### config.mk
export PLATFORM = sky130hd
export DESIGN_NAME = frog_log_monitor_flat
export DESIGN_NICKNAME = d
export VERILOG_FILES = /design/src/rtl/frog_log_monitor_pkg.sv /design/src/rtl/frog_log_monitor_if.sv /design/src/rtl/frog_log_monitor_sat_counter.sv /design/src/rtl/frog_log_monitor.sv /design/src/flat_wrapper.sv
export SDC_FILE = /design/constraint.sdc
export NUM_CORES = 1
export LEC_CHECK = 0
export ABC_AREA = 1
export BUFFER_PORTS_ARGS = -buffer_cell sky130_fd_sc_hd__buf_2
export CORE_ASPECT_RATIO = 1.1
export CORE_MARGIN = 5
export CORE_UTILIZATION = 30
export DETAILED_ROUTE_END_ITERATION = 12
export PLACE_DENSITY = 0.48
export SETUP_SLACK_MARGIN = 0.1
export SLEW_MARGIN = 25
export SYNTH_ARGS = -nofsm -noshare
export SYNTH_HDL_FRONTEND = slang
export SYNTH_SLANG_ARGS = --single-unit
### constraint.sdc
create_clock -name CLK -period 3.9 [get_ports CLK]
set_input_delay 0.195 -clock CLK [delete_from_list [all_inputs] [get_ports CLK]]
set_output_delay 0.195 -clock CLK [all_outputs]
set_load 0.03 [all_outputs]
### src/rtl/frog_log_monitor_pkg.sv
// Shared types and defaults for the frog/log overlap monitor.
package frog_log_monitor_pkg;

  typedef enum logic [1:0] {IDLE, SCAN, EVAL, REPORT} state_t;

  localparam int DEFAULT_NUM_OF_LOGS = 2;
  localparam int DEFAULT_MIN_OVERLAP = 16;
  localparam int DEFAULT_CNT_W       = 12;

  // A single log still needs a one-bit index so the port never collapses to zero width.
  function automatic int idx_width(input int n);
    return (n > 1) ? $clog2(n) : 1;
  endfunction

endpackage

### src/rtl/frog_log_monitor_if.sv
// Per-frame result handshake between the monitor and whatever consumes its events.
interface frog_log_monitor_if
  import frog_log_monitor_pkg::*;
#(
  parameter int NUM_OF_LOGS = DEFAULT_NUM_OF_LOGS
);
  localparam int IDX_W = idx_width(NUM_OF_LOGS);

  logic             event_valid;
  logic             event_ack;
  logic             frog_on_log;
  logic [IDX_W-1:0] log_index;
  logic             frog_drowned;
  logic             overrun;

  modport master (
    output event_valid, frog_on_log, log_index, frog_drowned, overrun,
    input  event_ack
  );

  modport slave (
    input  event_valid, frog_on_log, log_index, frog_drowned, overrun,
    output event_ack
  );

endinterface

### src/rtl/frog_log_monitor_sat_counter.sv
// Pixel counter that sticks at all-ones instead of wrapping.
module sat_counter #(
  parameter int CNT_W = 12
) (
  input  logic             CLK,
  input  logic             RESETn,
  input  logic             inc,
  input  logic             clr,
  output logic [CNT_W-1:0] count
);

  localparam logic [CNT_W-1:0] CNT_MAX = '1;

  always_ff @(posedge CLK or negedge RESETn) begin
    if (!RESETn) begin
      count <= '0;
    end else if (clr) begin
      count <= '0;
    end else if (inc && (count != CNT_MAX)) begin
      count <= count + CNT_W'(1);
    end
  end

endmodule

### src/rtl/frog_log_monitor.sv
// Counts frog/log/water pixel overlaps over one frame and reports whether the
// frog rode a log, drowned, or neither, through a valid/ack event port.
module frog_log_monitor
  import frog_log_monitor_pkg::*;
#(
  parameter int NUM_OF_LOGS = DEFAULT_NUM_OF_LOGS,
  parameter int MIN_OVERLAP = DEFAULT_MIN_OVERLAP,
  parameter int CNT_W       = DEFAULT_CNT_W
) (
  input  logic                   CLK,
  input  logic                   RESETn,
  input  logic                   startOfFrame,
  input  logic                   enable,
  input  logic                   frog_drawing_request,
  input  logic [NUM_OF_LOGS-1:0] log_drawing_request,
  input  logic                   water_drawing_request,
  frog_log_monitor_if.master     evt
);

  localparam int               IDX_W  = idx_width(NUM_OF_LOGS);
  localparam logic [CNT_W-1:0] MIN_OV = CNT_W'(MIN_OVERLAP);

  state_t state, next_state;

  logic [CNT_W-1:0]       frog_cnt;
  logic [CNT_W-1:0]       wet_cnt;
  logic [CNT_W-1:0]       ov_cnt [NUM_OF_LOGS];
  logic [NUM_OF_LOGS-1:0] ov_inc;

  logic             scan_pixel, cnt_clr, load_result, ack_taken;
  logic             has_event, res_on_log, res_drowned;
  logic [IDX_W-1:0] best_idx, res_index;
  logic [CNT_W-1:0] best_ov;

  // The frame-boundary pulse itself is never counted, so it can close one scan and open the next.
  assign ov_inc    = {NUM_OF_LOGS{scan_pixel & frog_drawing_request}} & log_drawing_request;
  assign ack_taken = evt.event_valid & evt.event_ack;

  sat_counter #(.CNT_W(CNT_W)) u_frog_cnt (
    .CLK    (CLK),
    .RESETn (RESETn),
    .inc    (scan_pixel & frog_drawing_request),
    .clr    (cnt_clr),
    .count  (frog_cnt)
  );

  sat_counter #(.CNT_W(CNT_W)) u_wet_cnt (
    .CLK    (CLK),
    .RESETn (RESETn),
    .inc    (scan_pixel & frog_drawing_request & water_drawing_request & ~(|log_drawing_request)),
    .clr    (cnt_clr),
    .count  (wet_cnt)
  );

  for (genvar i = 0; i < NUM_OF_LOGS; i++) begin : g_ov
    sat_counter #(.CNT_W(CNT_W)) u_ov_cnt (
      .CLK    (CLK),
      .RESETn (RESETn),
      .inc    (ov_inc[i]),
      .clr    (cnt_clr),
      .count  (ov_cnt[i])
    );
  end

  always_ff @(posedge CLK or negedge RESETn) begin
    if (!RESETn) begin
      state <= IDLE;
    end else begin
      state <= next_state;
    end
  end

  always_comb begin
    next_state = state;
    if (!enable) begin
      next_state = IDLE;
    end else begin
      case (state)
        IDLE:    if (startOfFrame) next_state = SCAN;
        SCAN:    if (startOfFrame) next_state = EVAL;
        EVAL:    next_state = has_event ? REPORT : SCAN;
        REPORT:  next_state = SCAN;
        default: next_state = IDLE;
      endcase
    end
  end

  always_comb begin
    scan_pixel  = enable && (state == SCAN) && !startOfFrame;
    cnt_clr     = !enable || (state == EVAL);
    load_result = enable && (state == EVAL) && has_event;
  end

  // Strict greater-than keeps the first (lowest-index) log on ties.
  always_comb begin
    best_idx = '0;
    best_ov  = ov_cnt[0];
    for (int i = 1; i < NUM_OF_LOGS; i++) begin
      if (ov_cnt[i] > best_ov) begin
        best_ov  = ov_cnt[i];
        best_idx = IDX_W'(i);
      end
    end
  end

  always_comb begin
    has_event   = 1'b0;
    res_on_log  = 1'b0;
    res_drowned = 1'b0;
    if (frog_cnt != '0) begin
      if (best_ov >= MIN_OV) begin
        has_event  = 1'b1;
        res_on_log = 1'b1;
      end else if (wet_cnt != '0) begin
        has_event   = 1'b1;
        res_drowned = 1'b1;
      end
    end
    res_index = res_on_log ? best_idx : '0;
  end

  // A result landing on an unacknowledged one is dropped; an ack in the same cycle makes room.
  always_ff @(posedge CLK or negedge RESETn) begin
    if (!RESETn) begin
      evt.event_valid  <= 1'b0;
      evt.frog_on_log  <= 1'b0;
      evt.log_index    <= '0;
      evt.frog_drowned <= 1'b0;
      evt.overrun      <= 1'b0;
    end else if (load_result) begin
      if (evt.event_valid && !ack_taken) begin
        evt.overrun <= 1'b1;
      end else begin
        evt.event_valid  <= 1'b1;
        evt.frog_on_log  <= res_on_log;
        evt.log_index    <= res_index;
        evt.frog_drowned <= res_drowned;
      end
    end else if (ack_taken) begin
      evt.event_valid  <= 1'b0;
      evt.frog_on_log  <= 1'b0;
      evt.log_index    <= '0;
      evt.frog_drowned <= 1'b0;
    end
  end

endmodule

### src/flat_wrapper.sv
// flat-port wrapper written by rule: the top's interface ports become plain ports
module frog_log_monitor_flat import frog_log_monitor_pkg::*;
#(
  parameter int NUM_OF_LOGS = DEFAULT_NUM_OF_LOGS,
  parameter int MIN_OVERLAP = DEFAULT_MIN_OVERLAP,
  parameter int CNT_W       = DEFAULT_CNT_W
)
  (CLK, RESETn, startOfFrame, enable, frog_drawing_request, log_drawing_request, water_drawing_request, evt_event_valid, evt_frog_on_log, evt_log_index, evt_frog_drowned, evt_overrun, evt_event_ack);
  frog_log_monitor_if #(.NUM_OF_LOGS(NUM_OF_LOGS)) evt_i ();
  input  logic CLK;
  input  logic RESETn;
  input  logic startOfFrame;
  input  logic enable;
  input  logic frog_drawing_request;
  input  logic [NUM_OF_LOGS-1:0] log_drawing_request;
  input  logic water_drawing_request;
  output wire logic [$bits(evt_i.event_valid)-1:0] evt_event_valid;
  output wire logic [$bits(evt_i.frog_on_log)-1:0] evt_frog_on_log;
  output wire logic [$bits(evt_i.log_index)-1:0] evt_log_index;
  output wire logic [$bits(evt_i.frog_drowned)-1:0] evt_frog_drowned;
  output wire logic [$bits(evt_i.overrun)-1:0] evt_overrun;
  input wire logic [$bits(evt_i.event_ack)-1:0] evt_event_ack;
  assign evt_event_valid = evt_i.event_valid;
  assign evt_frog_on_log = evt_i.frog_on_log;
  assign evt_log_index = evt_i.log_index;
  assign evt_frog_drowned = evt_i.frog_drowned;
  assign evt_overrun = evt_i.overrun;
  assign evt_i.event_ack = evt_event_ack;
  frog_log_monitor #(.NUM_OF_LOGS(NUM_OF_LOGS), .MIN_OVERLAP(MIN_OVERLAP), .CNT_W(CNT_W)) u_core (.CLK(CLK), .RESETn(RESETn), .startOfFrame(startOfFrame), .enable(enable), .frog_drawing_request(frog_drawing_request), .log_drawing_request(log_drawing_request), .water_drawing_request(water_drawing_request), .evt(evt_i));
endmodule
==> results of run 1 <==
where the power goes:
part | internal, mW | switching [mW] | total [mW]
Clock | 0.304 | 0.223 | 0.527
Sequential | 0.574 | 0.00439 | 0.579
Combinational | 0.0205 | 0.0600 | 0.0805
Total | 0.899 | 0.287 | 1.19
sequential cells by signal, summed over array words and instances, names as in the netlist:
signal,flops
u_core.g_ov.u_ov_cnt.count,24
u_core.u_frog_cnt.count,12
u_core.u_wet_cnt.count,12
u_core.state,2
u_core.evt.event_valid,1
u_core.evt.frog_drowned,1
u_core.evt.frog_on_log,1
u_core.evt.log_index,1
u_core.evt.overrun,1
final cells by class:
| class | count | area [um^2] |
|---|---|---|
| Tap cell | 150 | 188 |
| Fill cell | 1223 | 7530 |
| Sequential cell | 55 | 1380 |
| Multi-Input combinational cell | 321 | 1780 |
| Inverter | 82 | 309 |
| Clock buffer | 5 | 125 |
| Clock inverter | 3 | 43.8 |
| Timing Repair Buffer | 16 | 90.1 |
worst reg2reg max path, delay by kind of cell (launching register included):
| kind | cells | cell delay [ns] |
|---|---|---|
| flip-flops | 1 | 0.42 |
| adder cells (fa/ha/maj) | 1 | 0.29 |
| AND/OR/NAND/NOR | 11 | 1.11 |
| buffers and inverters | 2 | 0.13 |
metrics by stage:
step	hold slack [ns]	std cells
3_5_place_dp	0.298	623
6_report	0.202	632
3_3_place_gp	0.295	623
5_1_grt	0.228	632
4_1_cts	0.196	632
2_1_floorplan	-0.101	463
path summary, 6_finish.rpt:
check,end,slack [ns],cells past startpoint
worst min-delay path,u_core.evt.event_valid,0.20,4
max in group asynchronous,u_core.g_ov[1].u_ov_cnt.count[2],2.57,3
worst max-delay path,u_core.evt.log_index,1.90,14
min in group asynchronous,u_core.u_wet_cnt.count[1],0.48,2
worst max register to register,u_core.evt.log_index,1.90,14
worst min register to register,u_core.evt.overrun,0.48,1
logic make-up after synthesis:
group                      Yosys count
and+or+nand+nor                    218
AOI/OAI and AO/OA                   76
adders and majority gates           22
DFF                                 55
xor gates and xnor gates             5
buffers and inverters               87
per-layer routing:
layer | wire, um | vias up | part of all wire (%)
li1 | - | 1557 | -
met1 | 4070 | 1418 | 48
met2 | 4020 | 41 | 48
met3 | 247 | 6 | 2.9
met4 | 54 | 0 | 0.64
met5 | 0 | - | 0
cell usage after synthesis (2+ instances only):
master,n
sky130_fd_sc_hd__buf_2,2
sky130_fd_sc_hd__dfrtp_1,55
sky130_fd_sc_hd__nor3_1,13
sky130_fd_sc_hd__nand3_1,31
sky130_fd_sc_hd__nor2_1,36
sky130_fd_sc_hd__o21ai_0,28
sky130_fd_sc_hd__a21oi_1,24
sky130_fd_sc_hd__ha_1,22
sky130_fd_sc_hd__xor2_1,5
sky130_fd_sc_hd__inv_2,4
sky130_fd_sc_hd__a211oi_1,4
sky130_fd_sc_hd__nand2_1,93
sky130_fd_sc_hd__nand2_2,6
sky130_fd_sc_hd__clkbuf_1,2
sky130_fd_sc_hd__a31oi_1,3
sky130_fd_sc_hd__inv_1,77
sky130_fd_sc_hd__nor4_1,8
sky130_fd_sc_hd__o21ai_1,5
sky130_fd_sc_hd__nor2_4,3
sky130_fd_sc_hd__nand3_2,2
sky130_fd_sc_hd__o21a_1,4
sky130_fd_sc_hd__nand4_1,17
sky130_fd_sc_hd__nor2_2,4
repair_timing:
action	4_1_cts	5_1_grt
setup endpoints to repair	0	0
hold buffers	1	0
endpoints found under the hold margin	28	0
gates resized for setup	0	0
==> flow_results.org, run 1 <==
** Run status
- Status :: finished, final reports clean

** Clock tree
- Num CTS Buffers :: 5
- Clock Tree Buf Depth :: 2
- Maximum level of the CTS H-tree :: 2
- Clock-pin slew was measured on the worst setup and hold paths at 0.08 ns.
- CTS placed an instance of sky130_fd_sc_hd__clkbuf_16 at the clock tree root.
- TritonCTS built the clock tree.
- In this run the post-CTS setup repair buffer count came out at 0.
- Worst-skew pair later-pin latency :: approximately 0.30 ns
- The clock net in this run drives a total of 55 sinks.

** Global route
- The number of global-route vias before repair is between 2000 and 3000.
- The first global-routing pass estimated around 14000 um of wire.
- Pin count of the biggest net entering global routing :: 39
- For met2 alone, demand over resource in global routing was between 20 and 25%.
- In the global route stage, met3 resource usage came out at 2.35%.
- Initial antenna violation count :: 0
- Summed over all layers, the global routing overflow is 0.
- The global routing stage identified its most utilized layer as met2.
- Global-route met1 utilization :: between 10% and 20%
- Global routing used between 10% and 20% of the available tracks across all layers.

** Logic synthesis
- Synthesis produced a netlist whose cell count is 463.
- Compound-gate portion of the synthesized area :: about an eighth
- Cell area after synthesis :: approximately 3500 um^2
- Summing the areas of all xor and xnor instances in the mapped netlist gives under 10% of the synthesized area.
- Post-synthesis cell type with the largest combined area :: sky130_fd_sc_hd__dfrtp_1
- In the synthesized netlist the async set-or-reset flop fraction comes to 100%.
- Dominant combinational cell family by area after synthesis :: simple AND/OR/NAND/NOR gates
- After Yosys synthesis, full adders, half adders and majority gates account for 7.88% of the synthesized area.
- For this run, the number of Yosys warnings is 0.
- When the netlist entered floorplanning its net count stood at 494.
- Number of unique standard cell types used by synthesis :: 38
- Primary FF master, synth :: sky130_fd_sc_hd__dfrtp_1
- Area fraction of the dominant cell type after synthesis :: 39.4%
- In this run, synthesis inferred 0 flip-flops with an integrated enable.
- Counting flops and latches in the post-synthesis netlist gives 55.
- A synthesized cell averages around 7.5 um^2.
- Fraction of the mapped netlist area in simple logic gates :: around 29%
- By area the synthesized netlist is led by sky130_fd_sc_hd__dfrtp_1 39%, sky130_fd_sc_hd__nand2_1 10%, sky130_fd_sc_hd__inv_1 8.3%.
- Multiplexer share of the synthesized area :: 0%
- Part of the Yosys area used for sequential elements :: 39.4%

** Critical path
- The cell that appears most often on the critical path is sky130_fd_sc_hd__nand2_1.
- Traced cell by cell, the critical path runs through inv_1 -> ha_1 -> nand2_1 -> inv_1 -> nand2_1 -> nor2_1 -> nand2_1 -> nand3_1 -> nand3_1 -> nand3_1 -> nand3_1 -> nor2_2 -> nand2_1 -> nand2_1.
- The critical path is of the flip-flop to flip-flop type.
- Counting both buffers and inverters, the worst setup path holds a total of 2.
- Worst Path Required :: 4.14 ns
- Worst Setup End Kind :: flip-flop
- Biggest cell delay along the critical path :: 0.42 ns
- The largest individual stage delay along the critical path comes from the cell sky130_fd_sc_hd__dfrtp_1.
- The critical path starts at u_core.g_ov[0].u_ov_cnt.count[11].
- RR Startpoint :: u_core.g_ov[0].u_ov_cnt.count[11]
- Arrival time at the worst endpoint :: around 2.2 ns
- Cell class contributing the biggest share of worst-path delay :: simple AND/OR/NAND/NOR gates
- Kind of start point of the critical path :: flip-flop
- Largest fanout of any net on the critical path :: 4

** Finish
- The finished cells cover 3910 um^2.
- The post-route netlist has slightly above 10% of its cells at a drive strength greater than 1.
- Area delta synth->final :: 12.0%
- Nets :: between 500 and 600
- The top cell types in the final layout, fill and taps aside, are 93 x sky130_fd_sc_hd__nand2_1, 77 x sky130_fd_sc_hd__inv_1, 55 x sky130_fd_sc_hd__dfrtp_1.
- Final antenna diode count :: 0
- At the end of the flow the core is filled with cells to 34.2%.
- Most common library cell in the layout ignoring fill and taps :: sky130_fd_sc_hd__nand2_1

** Power and ir drop
- The completed layout was analyzed and its total power is 1.19 mW.
- P per Cell Area :: 303 nW/um^2
- In this run the static leakage power is between 1.5 and 2 nW.
- Highest ir drop seen on vdd :: 0.000155 V

** Floorplan
- From left edge to right edge, the die measures 113 um.
- After floorplanning, the core was divided into 41 placement rows.
- In this run the standard cell core region covers 11400 um^2.
- Overall die height :: around 120 um
- Once the floorplan was initialized, standard cells occupied 30.5% of the core.
- The die covers 13900 um^2.
- I/O pin cnt :: 14

** Place
- The HPWL after detailed placement is 6240 um.
- PortBufs :: 13
- Minimum setup slack after placement :: 1.89 ns
- Area of placed instances :: 3730 um^2
- Routability-driven placement congestion ratio :: 0.836

** STA
- Relative slew slack :: 52.2%
- Adding up every negative setup slack in the final design gives 0 ns.
- Setup violations remaining at the end of the flow were counted as 0.
- The final-report max-slew violation count came to 0.
- Based on the critical path, the design can be clocked at up to 499 MHz.
- Setup slack on the critical path of the routed design comes to 1.90 ns.
- Of the available clock period, the critical path in the final layout requires 51.4%.
- Setup repair after global routing missed its margin :: false
- On the final layout, the worst clock skew is 0.00611 ns.
- Final hold viol count :: 0
- At the pin with the least slew margin, the transition time is 0.717 ns.
- Clock period minus final worst setup slack :: ~2 ns

** Drt
- After detailed routing, the number of remaining DRC violations is 0.
- The first TritonRoute pass finished after 4 iterations.
- Drt via density :: between 4 and 5
- Routed wirelength normalized by instance count :: 13.3 um
- The routed design has 8390 um of wire.
- The detailed router finished its first iteration with 180 violations.
- Antenna-violating nets left :: 0
- Vias :: around 3000

** Run
- Max Cap Violations :: 0

** Min path
- Worst min path class :: input pin to flip-flop
- Hold wc startpoint :: evt_event_ack
No activity file was read; power rests on OpenSTA's default activity.
==> inputs of run 2 (changes only) <==
- ABC_AREA: 1 -> 0
- PLACE_DENSITY: 0.48 -> 0.49
- clock period: 3.9 -> 1.65 ns (I/O delays scaled with it)
==> run 2 against run 1 <==
Net effect:
- global-route usage increased by 0.79 points
- the run now ends with setup timing left
- non-clock buffer count grew 111
- synthesized area fell by 9.4%
==> flow_results.org, run 2 <==
** Drt
- Number of iterations in the first detailed-routing pass :: 4 (unchanged)
- The antenna violation net count after detailed routing was 0 (unchanged).
- The routed wire length per instance came to 13.5 um (+1.9%).
- The detailed-route DRC error count came to 0 (unchanged).
- DRT iter0 DRCs :: 102 (-43%)
- The total routed wirelength came to 8240 um (-1.8%).
- Vias :: 2861 (-5.3%)
- The routed via count divided by cell count was 4.70 (-1.8%).

** Logic synthesis
- Number of flops mapped to enable cells by yosys :: 0 (unchanged)
- The share of synthesized area spent on multiplexers came to 0.751% (+0.75 points).
- The netlist area before placement came to 3160 um^2 (-9.4%).
- The flip-flop and latch count after synthesis is 55 (unchanged).
- The share of synthesized cell area in full adder, half adder and majority cells is 8.70% (+0.82 points).
- The number of different library cells in the post-synthesis netlist was 45 (+18%).
- Among all flip-flop cells after synthesis, the most frequent one is sky130_fd_sc_hd__dfrtp_1.
- The average cell area after synthesis was 9.39 um^2 (+24%).
- The xor/xnor share of the synthesized area is 8.86% (+7.6 points).
- The top cell type's share of synthesized area came to 43.5% (+4.1 points).
- Most instantiated library cell after synthesis :: sky130_fd_sc_hd__dfrtp_1
- The synthesized-area fraction occupied by ao, oa, aoi and oai cells is 11.2% (-1.1 points).
- The simple-gate share of the synthesized area is 23.6% (-5.8 points).
- By area, the combinational part of the netlist is dominated by simple AND/OR/NAND/NOR gates.
- Ys async rst share :: 100% (unchanged)
- Warning count from the yosys run :: 0 (unchanged)
- Of all cell types, the one taking the most synthesized area is sky130_fd_sc_hd__dfrtp_1.
- Total nets after synthesis :: 368 (-26%)
- The synthesized instance count was 337 (-27%).
- Biggest area contributors in the synthesized netlist :: sky130_fd_sc_hd__dfrtp_1 43%, sky130_fd_sc_hd__ha_1 8.7%, sky130_fd_sc_hd__nor2_1 5.8%
- After synthesis, the most frequently instantiated cells are 55 x sky130_fd_sc_hd__dfrtp_1, 49 x sky130_fd_sc_hd__nor2_1, 24 x sky130_fd_sc_hd__nand2_1.
- Part of the Yosys area used for sequential elements :: 43.5% (+4.1 points)

** STA
- Clock period minus final worst setup slack :: 2.33 ns (+0.322 ns)
- The worst slew margin relative to its limit is 77.4% (+25 points).
- Number of max-slew violations in the final report :: 0 (unchanged)
- Setup repair after global routing could not meet its margin everywhere.
- Actual transition at the worst max-transition pin :: 0.339 ns (-0.379 ns)
- Worst Setup Slack, final :: -0.677 ns (-2.57 ns)
- The final critical-path share of the clock period was 141% (+90 points).
- Final hold slack :: 0.0784 ns (-0.124 ns)
- The final count of hold timing violations was 0 (unchanged).
- The maximum clock skew at final layout was 0.00627 ns (+0.000158 ns).
- The summed negative setup slack over all endpoints is -14.72 ns (-14.72 ns).
- The highest attainable clock frequency is 430 MHz (-14%).
- The final count of negative-setup-slack endpoints was 52 (+52).

** Clock tree
- The clock latency reported for the late side of the worst-skew pair came to 0.29 ns (about the same).
- The clock-pin slew of the registers on the worst-case setup and hold paths was 0.07 ns (about the same).
- TritonCTS built the clock tree.
- The H-tree depth came to 2 (unchanged).
- The CTS buffer count was 5 (unchanged).
- Clock tree synthesis selected as its root buffer the cell sky130_fd_sc_hd__clkbuf_16.
- Clock Tree Buf Depth :: 2 (unchanged)
- Sinks on Clock Net :: 55 (unchanged)

** Run
- The total of max-cap violations is 0 (unchanged).

** Finish
- Number of flip-flops in the largest register :: 24 (unchanged)
- Final antenna diode count :: 0 (unchanged)
- Top Registers :: u_core.g_ov.u_ov_cnt.count: 24 flops, u_core.u_frog_cnt.count: 12 flops, u_core.u_wet_cnt.count: 12 flops
- The layout cell share with drive strength beyond 1 was 44.0% (+34 points).
- Most common library cell in the layout ignoring fill and taps :: sky130_fd_sc_hd__buf_4
- Number of non-filler instances in the completed layout :: 609 (-3.6%)
- The cell area after layout was 4940 um^2 (+26%).
- Nets :: 496 (-3.1%)
- Area delta synth->final :: 56.3%
- The library cells used most frequently in the layout, excluding fill and tap cells, are 88 x sky130_fd_sc_hd__buf_4, 55 x sky130_fd_sc_hd__dfrtp_1, 43 x sky130_fd_sc_hd__nor2_1.
- The register with the most flip-flops in the final layout is u_core.g_ov.u_ov_cnt.count.
- Final Util :: 47.8% (+14 points)

** Place
- Area of placed instances :: 4260 um^2 (+14%)
- PortBufs :: 13 (unchanged)
- Routability-driven placement congestion ratio :: 0.814 (-2.6%)
- The number of cells after detailed placement was 577 (-7.4%).
- The total half-perimeter wirelength after legalization and detailed placement is 5670 um (-9.2%).
- Minimum setup slack after placement :: -0.692 ns (-2.58 ns)

** Critical path
- The arrival time reported for the critical path endpoint came to 2.52 ns (+0.28 ns).
- The worst setup path is of the flip-flop to flip-flop kind.
- STA classifies the critical path startpoint as a flip-flop.
- CP max-delay cell :: sky130_fd_sc_hd__dfrtp_1
- Critical Path, Cell by Cell :: ha_1 -> a21o_1 -> a221o_1 -> nand2_2 -> a31oi_4 -> mux2i_2 -> o2111a_4 -> buf_4 -> a32o_2
- Cell class contributing the biggest share of worst-path delay :: compound AO/OA/AOI/OAI gates
- The delay of the slowest cell on the worst path is 0.38 ns (-0.04 ns).
- The largest driver fanout on the critical path was 4 (unchanged).
- Worst Path Required :: 1.84 ns (-2.30 ns)
- Worst Setup End Kind :: flip-flop
- Critical path buffers and inverters :: 1 (-1)

** Power and ir drop
- P_leak :: 2.35 nW (+31%)
- Highest ir drop seen on vdd :: 0.000443 V (+190%)
- Sequential cell fraction of total power :: 49.5% (+0.7 points)
- The net switching power is 0.643 mW (+120%).
- Proportion of power drawn by the clock network :: 41.5% (-2.9 points)
- The internal power contribution was 2.12 mW (+140%).
- The power per cell area is 558 nW/um^2 (+84%).
- Switching part of the total power :: 23.3% (-0.93 points)
- Comb pwr share :: 9.0% (+2.2 points)
- The total power of the final layout was 2.76 mW (+130%).

** Floorplan
- The die footprint came to 12700 um^2 (-8.6%).
- I/O pin cnt :: 14 (unchanged)
- The number of rows created at floorplan is 39 (-4.9%).
- Overall die height :: 118 um (-4.4%)
- The core region area was 10300 um^2 (-9.6%).
- The starting density of the core came to 30.6% (+0.062 points).
- Die outline width :: 108 um (-4.4%)

** Global route
- The global-route wire length before repair was 13900 um (-3.5%).
- All-Layer GR Usage :: 13.5% (+0.79 points)
- The number of global-route vias before repair came to 2957 (-1.2%).
- The remaining global-route overflow was 0 (unchanged).
- The pin count of the biggest net entering global routing is 56 (+44%).
- The initial antenna violation count was 0 (unchanged).

** Run status
- Status :: complete, but fails checks
- The checks that failed: setup timing.

** Min path
- The path class of the tightest hold or removal check is input pin to flip-flop.
run 2: cell count changes after synthesis, moves of 12 or more:
cell and change:
sky130_fd_sc_hd__xnor2_1 +15, sky130_fd_sc_hd__o21ai_0 -16, sky130_fd_sc_hd__xor2_1 +12, sky130_fd_sc_hd__inv_1 -55
sky130_fd_sc_hd__nor2_1 +13, sky130_fd_sc_hd__nand2_1 -69, sky130_fd_sc_hd__nand3_1 -18
run 2: cell type report:
| cell class | instances | area, um^2 |
|---|---|---|
| fill | 982 | 5400 |
| multi-input combinational | 254 | 2090 |
| sequential | 55 | 1380 |
| timing repair buffer | 127 | 1060 |
| tap | 143 | 179 |
| clock buffer | 7 | 153 |
| inverter | 22 | 82.6 |
| clock inverter | 1 | 7.51 |
run 2: cell families (layout without fill, tap and decap cells):
| family | Yosys count | count (layout) |
|---|---|---|
| DFF | 55 | 55 |
| and+or+nand+nor | 147 | 147 |
| adders and majority gates | 22 | 22 |
| muxes | 2 | 2 |
| xor gates and xnor gates | 32 | 32 |
| AOI/OAI and AO/OA | 51 | 51 |
| buffers and inverters | 28 | 157 |
run 2: what timing repair did:
action                                  4_1_cts  5_1_grt
resized for setup                            41       35
hold buffers                                  1        0
pin swaps                                    43       24
buffers inserted                             13       10
endpoints found under the setup margin       53       55
hold endpoints to repair                     55        0
run 2: power by group through the flow:
stage                     Clock [mW]  Sequential, mW  Combinational, mW
after global routing            1.25            1.37              0.278
after CTS                       1.19            1.37              0.243
after floorplan                    0            1.39             0.0870
after detailed placement           0            1.39              0.228
final                           1.15            1.37              0.249
after global placement             0            1.39              0.226
run 2: routing by layer:
layer  wire [um]  GRT usage [%]
met1        3800           17.1
met2        4150           23.3
met3         164           2.41
met4         119           4.26
met5           0              0
run 2: path summary, 6_finish.rpt:
kind	start	end	slack [ns]	cells past startpoint
max	u_core.g_ov[1].u_ov_cnt.count[5]	u_core.evt.log_index	-0.68	9
min	evt_event_ack	u_core.evt.frog_on_log	0.08	3
max reg2reg	u_core.g_ov[1].u_ov_cnt.count[5]	u_core.evt.log_index	-0.68	9
min reg2reg	u_core.evt.overrun	u_core.evt.overrun	0.46	1
max in group asynchronous	RESETn	u_core.g_ov[0].u_ov_cnt.count[8]	1.08	3
min in group asynchronous	RESETn	u_core.u_frog_cnt.count[3]	0.31	3
run 2: worst register-to-register path, cell delays in order (launching register included):
cell	delay, ns
sky130_fd_sc_hd__dfrtp_1	0.38
sky130_fd_sc_hd__ha_1	0.31
sky130_fd_sc_hd__a21o_1	0.17
sky130_fd_sc_hd__a221o_1	0.30
sky130_fd_sc_hd__nand2_2	0.09
sky130_fd_sc_hd__a31oi_4	0.10
sky130_fd_sc_hd__mux2i_2	0.18
sky130_fd_sc_hd__o2111a_4	0.31
sky130_fd_sc_hd__buf_4	0.15
sky130_fd_sc_hd__a32o_2	0.23
